`config.mk`:
```
export PLATFORM = sky130hd
export DESIGN_NAME = seg7_scan_ctrl
export DESIGN_NICKNAME = d
export VERILOG_FILES = /design/src/rtl/seg7_pkg.sv /design/src/rtl/seg7_hex_decode.sv /design/src/rtl/seg7_scan_ctrl.sv
export SDC_FILE = /design/constraint.sdc
export NUM_CORES = 1
export LEC_CHECK = 0
export ABC_AREA = 1
export CAP_MARGIN = 20
export CELL_PAD_IN_SITES_DETAIL_PLACEMENT = 0
export CELL_PAD_IN_SITES_GLOBAL_PLACEMENT = 1
export CORE_MARGIN = 2
export CORE_UTILIZATION = 44
export CTS_CLUSTER_SIZE = 30
export DETAILED_ROUTE_END_ITERATION = 10
export PLACE_DENSITY_LB_ADDON = 0.1
export REMOVE_ABC_BUFFERS = 1
export SLEW_MARGIN = 20
export SYNTH_ARGS = -nofsm -noshare
export SYNTH_HDL_FRONTEND = slang
export SYNTH_SLANG_ARGS = --single-unit
```
`constraint.sdc`:
```
create_clock -name clk -period 5.43 [get_ports clk]
set_clock_uncertainty 0.05 [all_clocks]
set_input_delay 1.086 -clock clk [delete_from_list [all_inputs] [get_ports clk]]
set_output_delay 1.086 -clock clk [all_outputs]
set_load 0.1 [all_outputs]
```
`src/rtl/seg7_pkg.sv`:
```
`default_nettype none
// ============================================================================
// Module      : seg7_pkg
// Description : Shared constants, FSM state encoding and hex-to-segment
//               table for the four-digit seven-segment scan controller.
// Revision    : 1.0 - initial release
// ============================================================================
package seg7_pkg;

    localparam int NUM_DIGITS = 4;

    // Everything dark: segments and digit enables are both active-low
    localparam logic [7:0] SEG_OFF = 8'hFF;
    localparam logic [3:0] SA_OFF  = 4'b1111;

    // Scan FSM state: DRIVE lights one digit, DEAD is the anti-ghosting gap
    typedef logic [0:0] state_t;
    localparam state_t ST_DRIVE = 1'b0;
    localparam state_t ST_DEAD  = 1'b1;

    // Active-low segment patterns, bit order {a,b,c,d,e,f,g}
    localparam logic [6:0] SEG_TABLE [16] = '{
        7'b0000001,  // 0
        7'b1001111,  // 1
        7'b0010010,  // 2
        7'b0000110,  // 3
        7'b1001100,  // 4
        7'b0100100,  // 5
        7'b0100000,  // 6
        7'b0001111,  // 7
        7'b0000000,  // 8
        7'b0000100,  // 9
        7'b0001000,  // A
        7'b1100000,  // b
        7'b0110001,  // C
        7'b1000010,  // d
        7'b0110000,  // E
        7'b0111000   // F
    };

endpackage
`default_nettype wire

```
`src/rtl/seg7_hex_decode.sv`:
```
`default_nettype none
// ============================================================================
// Module      : seg7_hex_decode
// Description : Purely combinational hex nibble to active-low seven-segment
//               pattern lookup.
// Revision    : 1.0 - initial release
// ============================================================================
module seg7_hex_decode
    import seg7_pkg::*;
(
    input  logic [3:0] hex,
    output logic [6:0] seg
);

    // Table lookup; the caller registers the result
    always_comb begin
        seg = SEG_TABLE[hex];
    end

endmodule
`default_nettype wire

```
`src/rtl/seg7_scan_ctrl.sv`:
```
`default_nettype none
// ============================================================================
// Module      : seg7_scan_ctrl
// Description : Four-digit multiplexed seven-segment scanner with dead-time
//               gaps and frame-synchronous, tear-free double buffering of the
//               displayed value.
// Revision    : 1.0 - initial release
// ============================================================================
module seg7_scan_ctrl
    import seg7_pkg::*;
#(
    parameter int unsigned DIGIT_CYC = 50000,
    parameter int unsigned DEAD_CYC  = 500
) (
    input  logic        clk,
    input  logic        rst,
    input  logic        wr_en,
    input  logic [15:0] wr_data,
    input  logic [3:0]  dp_in,
    input  logic [3:0]  blank_in,
    output logic        ready,
    output logic        frame,
    output logic [7:0]  led,
    output logic [3:0]  sa
);

    localparam int          c_IDX_W      = $clog2(NUM_DIGITS);
    localparam logic [19:0] c_DRIVE_LAST = 20'(DIGIT_CYC - 1);
    localparam logic [19:0] c_DEAD_LAST  = 20'(DEAD_CYC - 1);
    localparam logic [c_IDX_W-1:0] c_IDX_LAST = c_IDX_W'(NUM_DIGITS - 1);
    localparam logic [c_IDX_W-1:0] c_IDX_ONE  = c_IDX_W'(1);

    // Scan sequencing
    state_t               r_state;
    state_t               w_state_nxt;
    logic [c_IDX_W-1:0]   r_idx;
    logic [c_IDX_W-1:0]   w_idx_nxt;
    logic [19:0]          r_cnt;
    logic [19:0]          w_cnt_nxt;
    logic                 w_last;
    logic                 w_boundary;

    // Write buffering
    logic                 r_pending;
    logic [15:0]          r_pend_data;
    logic [3:0]           r_pend_dp;
    logic [3:0]           r_pend_blank;
    logic [15:0]          r_disp_data;
    logic [3:0]           r_disp_dp;
    logic [3:0]           r_disp_blank;
    logic                 w_accept;
    logic                 w_commit;

    // Output path: the registers load from the values that will be in effect
    // next cycle, so SA/LED line up exactly with the FSM state
    logic [15:0]          w_data_nxt;
    logic [3:0]           w_dp_nxt;
    logic [3:0]           w_blank_nxt;
    logic [3:0]           w_nib;
    logic [6:0]           w_seg;
    logic [7:0]           r_led;
    logic [3:0]           r_sa;

    // Next-state logic: dwell counter runs per state, index advances leaving DEAD
    always_comb begin
        w_state_nxt = r_state;
        w_idx_nxt   = r_idx;
        w_cnt_nxt   = r_cnt + 20'd1;
        w_last      = (r_state == ST_DRIVE) ? (r_cnt == c_DRIVE_LAST)
                                            : (r_cnt == c_DEAD_LAST);
        if (w_last) begin
            w_cnt_nxt = '0;
            if (r_state == ST_DRIVE) begin
                w_state_nxt = ST_DEAD;
            end else begin
                w_state_nxt = ST_DRIVE;
                w_idx_nxt   = r_idx + c_IDX_ONE;
            end
        end
    end

    // Frame boundary is the final DEAD cycle after the last digit
    assign w_boundary = (r_state == ST_DEAD) && (r_idx == c_IDX_LAST) && w_last;
    assign w_commit   = w_boundary && r_pending;
    assign w_accept   = wr_en && !r_pending;

    // Scan FSM state register
    always_ff @(posedge clk) begin
        if (rst) begin
            r_state <= ST_DEAD;
            r_idx   <= c_IDX_LAST;
            r_cnt   <= '0;
        end else begin
            r_state <= w_state_nxt;
            r_idx   <= w_idx_nxt;
            r_cnt   <= w_cnt_nxt;
        end
    end

    // Pending buffer capture and frame-boundary commit to the display registers
    always_ff @(posedge clk) begin
        if (rst) begin
            r_pending    <= 1'b0;
            r_pend_data  <= '0;
            r_pend_dp    <= '0;
            r_pend_blank <= '0;
            r_disp_data  <= 16'h0000;
            r_disp_dp    <= 4'b0000;
            r_disp_blank <= 4'b1111;
        end else if (w_commit) begin
            r_pending    <= 1'b0;
            r_disp_data  <= r_pend_data;
            r_disp_dp    <= r_pend_dp;
            r_disp_blank <= r_pend_blank;
        end else if (w_accept) begin
            r_pending    <= 1'b1;
            r_pend_data  <= wr_data;
            r_pend_dp    <= dp_in;
            r_pend_blank <= blank_in;
        end
    end

    // Display contents that will be visible in the cycle after this edge
    always_comb begin
        w_data_nxt  = w_commit ? r_pend_data  : r_disp_data;
        w_dp_nxt    = w_commit ? r_pend_dp    : r_disp_dp;
        w_blank_nxt = w_commit ? r_pend_blank : r_disp_blank;
        w_nib       = w_data_nxt[{w_idx_nxt, 2'b00} +: 4];
    end

    seg7_hex_decode u_hex_decode (
        .hex (w_nib),
        .seg (w_seg)
    );

    // Registered digit enable and segment outputs
    always_ff @(posedge clk) begin
        if (rst) begin
            r_sa  <= SA_OFF;
            r_led <= SEG_OFF;
        end else if (w_state_nxt == ST_DRIVE) begin
            r_sa  <= ~(4'b0001 << w_idx_nxt);
            r_led <= w_blank_nxt[w_idx_nxt] ? SEG_OFF : {w_seg, ~w_dp_nxt[w_idx_nxt]};
        end else begin
            r_sa  <= SA_OFF;
            r_led <= SEG_OFF;
        end
    end

    assign sa    = r_sa;
    assign led   = r_led;
    assign ready = ~r_pending;
    assign frame = w_boundary;

endmodule
`default_nettype wire

```
-- Word-level counts from Yosys, hierarchy flattened
Memories as Yosys holds them, arrays and structs flattened. A register that Yosys moved wholly into a read port is not among the register bits.
Cells that the tools add are included.
- flip-flop bits (word level): 84
- bits in read-only memories: 112
- bits of input ports: 27
- output and inout port bits: 14
- logic and storage cells: 51
- memories kept: 1
- add/sub/neg operators: 2
- $lt $le $gt $ge: 2
- equality and inequality tests: 3
- shift-type cells: 2
- mux-type cells: 14
- bitwise operators: 5
- reductions and logical operators: 10
- memory list (memory ; depth ; bits a word ; rd ports ; clocked after memory_dff ; wr ports ; RTL line ; RTL):
    (no name shown) ; 16 ; 7 ; 1 ; 1 ; 0 ; seg7_hex_decode.sv:17 ; seg = SEG_TABLE[hex];
- operator list (operator ; number):
    adder 20 x 1 -> 20 bit (second input constant) ; 1
    == test 20 x 16 -> 1 bit (second input constant) ; 1
    == test 20 x 9 -> 1 bit (second input constant) ; 1
    two-way mux 16 bit ; 1
    variable part select 16 x 5 -> 4 bit ; 1
    two-way mux 7 bit ; 2
    two-way mux 4 bit ; 2
    OR reduction 2 bit ; 3
    greater-or-equal comparator 5 bit (second input constant) ; 1
    two-way mux 1 bit ; 5
    inverter 4 -> 5 bit ; 1
    binary-select mux 1 bit (select 2 bit) ; 2
    logical AND 1 bit ; 4
    two-way mux 2 bit ; 2
    inverter 4 bit ; 1
    << shifter 1 x 2 -> 4 bit (first input constant) ; 1
    < comparator 2 x 3 -> 1 bit (second input constant) ; 1
    inverter 1 bit ; 3
    OR reduction 3 bit ; 1
    adder 2 x 1 -> 2 bit (second input constant) ; 1
    == test 2 bit (second input constant) ; 1
    AND reduction 2 bit ; 1
    zero test 1 bit ; 1

-- Longest topological paths before layout
- depth after elaboration: 10
- depth in mapped cells: 20
- gate-level depth less buffers: 19

-- Cells and area by module
Synthesis repeated with hierarchy kept, for this count alone.
- cell total of the unflattened synthesis: 544
- area total of the unflattened synthesis: 3900.0 µm²
- by module, submodules not included (module ; instances ; cells an instance ; area each (µm²) ; seq. area each (µm²)):
    seg7_scan_ctrl ; 1 ; 495 ; 3626.0 ; 1681.6
    seg7_hex_decode ; 1 ; 49 ; 274.0 ; 0.0

-- Least setup slack after synthesis
Ideal clock, no wire load.
- kind: reg2reg
- start: register r_cnt[0]
- end: register r_led[7] (netlist: led[7])
- setup time: 0.122 ns
- arrival time: 2.865 ns
- data required time: 5.258 ns
- slack: 2.393 ns
- stages on the path, launching flop included: 19
- path buffers: 1
- clock period less this slack: 3.037 ns
- cells stage by stage: dfxtp_1 -> ha_1 -> nand4_1 -> nor2_2 -> nand4_2 -> nor2_4 -> nand2_4 -> buf_6 -> nand2_1 -> nand2_1 -> nand2_1 -> nand2_1 -> nor2_2 -> inv_2 -> ha_1 -> o21ai_0 -> nand2_1 -> nand2_1 -> nand3_1
- cells in the longest elaborated chain, start to end: 8
- elaborated cells between the ends (all ways): 14
- ends and longest elaborated chain (item ; RTL line ; RTL):
    start: declaration ; seg7_scan_ctrl.sv:38 ; logic [19:0] r_cnt;
    start signal: assignment ; seg7_scan_ctrl.sv:96 ; r_cnt <= w_cnt_nxt;
    == test 20 x 16 -> 1 bit or == test 20 x 9 -> 1 bit (tied branches) ; seg7_scan_ctrl.sv:69, seg7_scan_ctrl.sv:70 ;
    two-way mux 1 bit (*) ; seg7_scan_ctrl.sv:69 ; w_last = (r_state == ST_DRIVE) ? (r_cnt == c_DRIVE_LAST)
    logical AND 1 bit (*) ; seg7_scan_ctrl.sv:83 ; assign w_boundary = (r_state == ST_DEAD) && (r_idx == c_IDX_LAST) && w_last;
    named net frame ; seg7_scan_ctrl.sv:22 ; output logic frame,
    logical AND 1 bit (*) ; seg7_scan_ctrl.sv:84 ; assign w_commit = w_boundary && r_pending;
    branches (longest 4 deep; another with two-way mux 16 bit) ; n/a ;
    end: declaration ; seg7_scan_ctrl.sv:61 ; logic [7:0] r_led;
Mark *: on every way through the listed nets, which the timed path passes. The select of a mux whose other input is x is not followed.
A chain may end at the register's enable or synchronous reset.

-- Worst setup path in the final report
- start: register r_cnt[0]
- end: output port frame
- cells in the longest elaborated chain, start to end: 3
- elaborated cells between the ends (all ways): 4
- ends and longest elaborated chain (item ; RTL line):
    == test 20 x 16 -> 1 bit or == test 20 x 9 -> 1 bit (tied branches) ; seg7_scan_ctrl.sv:69, seg7_scan_ctrl.sv:70
    two-way mux 1 bit (*) ; seg7_scan_ctrl.sv:69
    logical AND 1 bit (*) ; seg7_scan_ctrl.sv:83
    end: declaration ; seg7_scan_ctrl.sv:22
Mark *: on every way between the ends. The rest lies on a longest branch, timed or not.

==> results.tsv <==
metric	value	unit
status	finished, final reports clean	
ff2ff_path_depth	17	
cts_sinks	84	
start_util	45.6	%
cp-start-kind	flop	
gr-total-overflow	0	
antenna_found_initial	0	
critical_path_class	flop to primary output	
power_leakage	1.89	nW
syn_inst	516	
synthArstFlopShare	0	%
whs	0.408	ns
drive_gt1_share	9.12	%
cp.arrival	2.81	ns
synth_seq_cells	84	
fp.dieH	96.3	um
rsz0062_at_grt	false	
num_vias	3223	
drt-total-wl	7950	um
max_freq	253	MHz
cp_data_required_time	4.29	ns
crit_start	r_cnt[0]$_SDFF_PP0_	
critPathMaxFanout	6	
syn_to_final_growth	16.9	%
grt_start_max_net_pins	33	
crit_end	frame	
worstMarginPinSlew	0.981	ns
cts_buffers	9	
std_cell_rows	33	
dp_hpwl	5620	um
path_delay_family	buffers and inverters	
synth.distinct_cells	33	
track_usage	18.7	%
multi_input_area	1840	um2
cap_violations	0	
post-place-ws	1.71	ns
hold_path.class	flop to flop	
layout.nets	589	
r2r_start	r_cnt[0]$_SDFF_PP0_	
wire_per_inst	12.0	um
clkLatencyLatePin	0.35	ns
yosysSeqAreaShare	44.9	%
cts_tree	done	
io_buffer_count	40	
avgSynthCellArea	7.26	um2
period_share	72.8	%
regArea	1680	um2
drc_errors	0	
fin_ws	1.48	ns
setup_tns	0	ns
clockBufferDepth	2	
setup_viol_count_final	0	
worstSetupPathDepth	6	
maxSlewViolCount	0	
drt_iter0_drc	186	
max-slew-margin-rel	34.4	%
yosys.area.top_type	dfxtp_1	
p_per_area	251	nW/um2
first_global_vias	2856	
slowest_stage	clkdlybuf4s50_1	
clk_pin_slew	0.09	ns
ys_warn_count	0	
grt_pass1_wl	13400	um
r2r_end	led[7]$_SDFF_PP1_	
diodes	0	
vias_per_cell	4.85	
post-cts-setup-buffers	0	
fp.dieArea	9270	um2
routabilityCongestion	0.826	
htreeDepth	3	
crit_chain	ha_1 > nand4_1 > nor2_2 > nand4_2 > nor2_4 > clkdlybuf4s50_1	
ctsRootBufferMaster	clkbuf_8	
synth_edf_count	0	
synth_top_area_share	44.9	%
num_io_pins	41	
ant_nets	0	
synth_ff_type	dfxtp_1	
postCtsHoldBufs	0	
critPathMaxStageDelay	1.17	ns
fin_crit	3.95	ns
synth_area_leaders	dfxtp_1 45%, nand2_1 14%, nor2_1 8.1%, nand3_1 4.3%, o21ai_0 4.0%	
die_w	96.3	um
worst-path-buf-inv	1	
rrSetupSlack	2.30	ns
cts_resized	0	
drt_pass1_iterations	4	
end_kind	primary output	
final_hold_viol_count	0	
ir_drop	0.122	mV
syn-cell-area	3750	um2
n_fill_cell	835	
core	8220	um2
-- logic make-up (layout without fill, tap and decap cells) --
group	Yosys count	after routing	share of synthesized area, %
and+or+nand+nor	298	298	35.3
DFF	84	84	44.9
AOI/OAI and AO/OA	60	60	8.35
buffers and inverters	55	98	6.11
adders and majority gates	8	8	2.67
xor gates and xnor gates	7	7	1.64
muxes	4	4	1.07
-- where the power goes --
group / total [mW] / internal (mW) / switching, mW
logic: 0.0691 / 0.0310 / 0.0380
clock network: 0.388 / 0.177 / 0.211
registers: 0.644 / 0.633 / 0.0107
-- area by class of cell --
type	instances	area share, %
clock buffers	12	3.31
clock inverters	4	0.571
inverters	41	3.51
multi-input cells	377	41.9
flip-flops and latches	84	38.4
well taps	105	3.00
repair buffers	41	9.31
-- synthesized netlist by cell type, types with 3 or more instances --
library cell	n
mux2i_1	4
nand2_1	143
dfxtp_1	84
buf_6	3
a21oi_1	24
nand4_1	6
nor2_1	81
clkbuf_1	10
inv_2	8
inv_1	33
ha_1	8
nor2_2	6
o21ai_0	30
xor2_1	4
nor3_1	5
nand3_1	32
nand2_2	10
xnor2_1	3
nor2_4	3
-- layout by cell type (no fill, tap or decap), drive strengths merged, types with 8 or more instances in the layout --
master | synthesis | routed
nand3 | 34 | 34
o21ai | 31 | 31
ha | 8 | 8
nand2 | 155 | 155
a21oi | 25 | 25
clkdlybuf4s50 | 0 | 40
clkbuf | 10 | 12
nor2 | 91 | 91
dfxtp | 84 | 84
inv | 41 | 41
-- registers in the layout, summed over array words and instances (netlist names), 2 cells and up --
register and count:
r_disp_data 16, r_disp_dp 4, r_pend_blank 4, r_idx 2, r_pend_dp 4, r_disp_blank 4
r_cnt 20, r_pend_data 16, led 8, sa 4
-- metal layers --
metal | share of wire (%) | GRT usage (%) | up-vias
li1 | - | - | 1718
met1 | 51 | 26.1 | 1453
met2 | 45 | 29.3 | 43
met3 | 3.1 | 2.82 | 9
met5 | 0 | 0 | -
met4 | 1.4 | 6.43 | 0
-- per-stage QoR --
step           power (mW)  std cells  instance area, um2  utilization [%]
6_report             1.10        664                4380             53.3
5_1_grt              1.15        664                4380             53.3
4_1_cts              1.12        664                4380             53.3
3_5_place_dp        0.728        648                4210             51.2
3_3_place_gp        0.726        648                4210             51.2
2_1_floorplan       0.692        502                3670                -
-- how the worst min path moves through the flow --
| stage | depth (start not counted) | startpoint | end | slack, ns |
|---|---|---|---|---|
| after floorplan | 1 | r_cnt[0]$_SDFF_PP0_ | r_cnt[0]$_SDFF_PP0_ | 0.37 |
| after global placement | 1 | r_cnt[0]$_SDFF_PP0_ | r_cnt[0]$_SDFF_PP0_ | 0.38 |
| after detailed placement | 1 | r_cnt[0]$_SDFF_PP0_ | r_cnt[0]$_SDFF_PP0_ | 0.39 |
| after CTS | 1 | r_cnt[0]$_SDFF_PP0_ | r_cnt[0]$_SDFF_PP0_ | 0.42 |
| after global routing | 1 | r_cnt[0]$_SDFF_PP0_ | r_cnt[0]$_SDFF_PP0_ | 0.42 |
| final | 1 | r_cnt[0]$_SDFF_PP0_ | r_cnt[0]$_SDFF_PP0_ | 0.41 |
(Power assumes the default switching activity.)
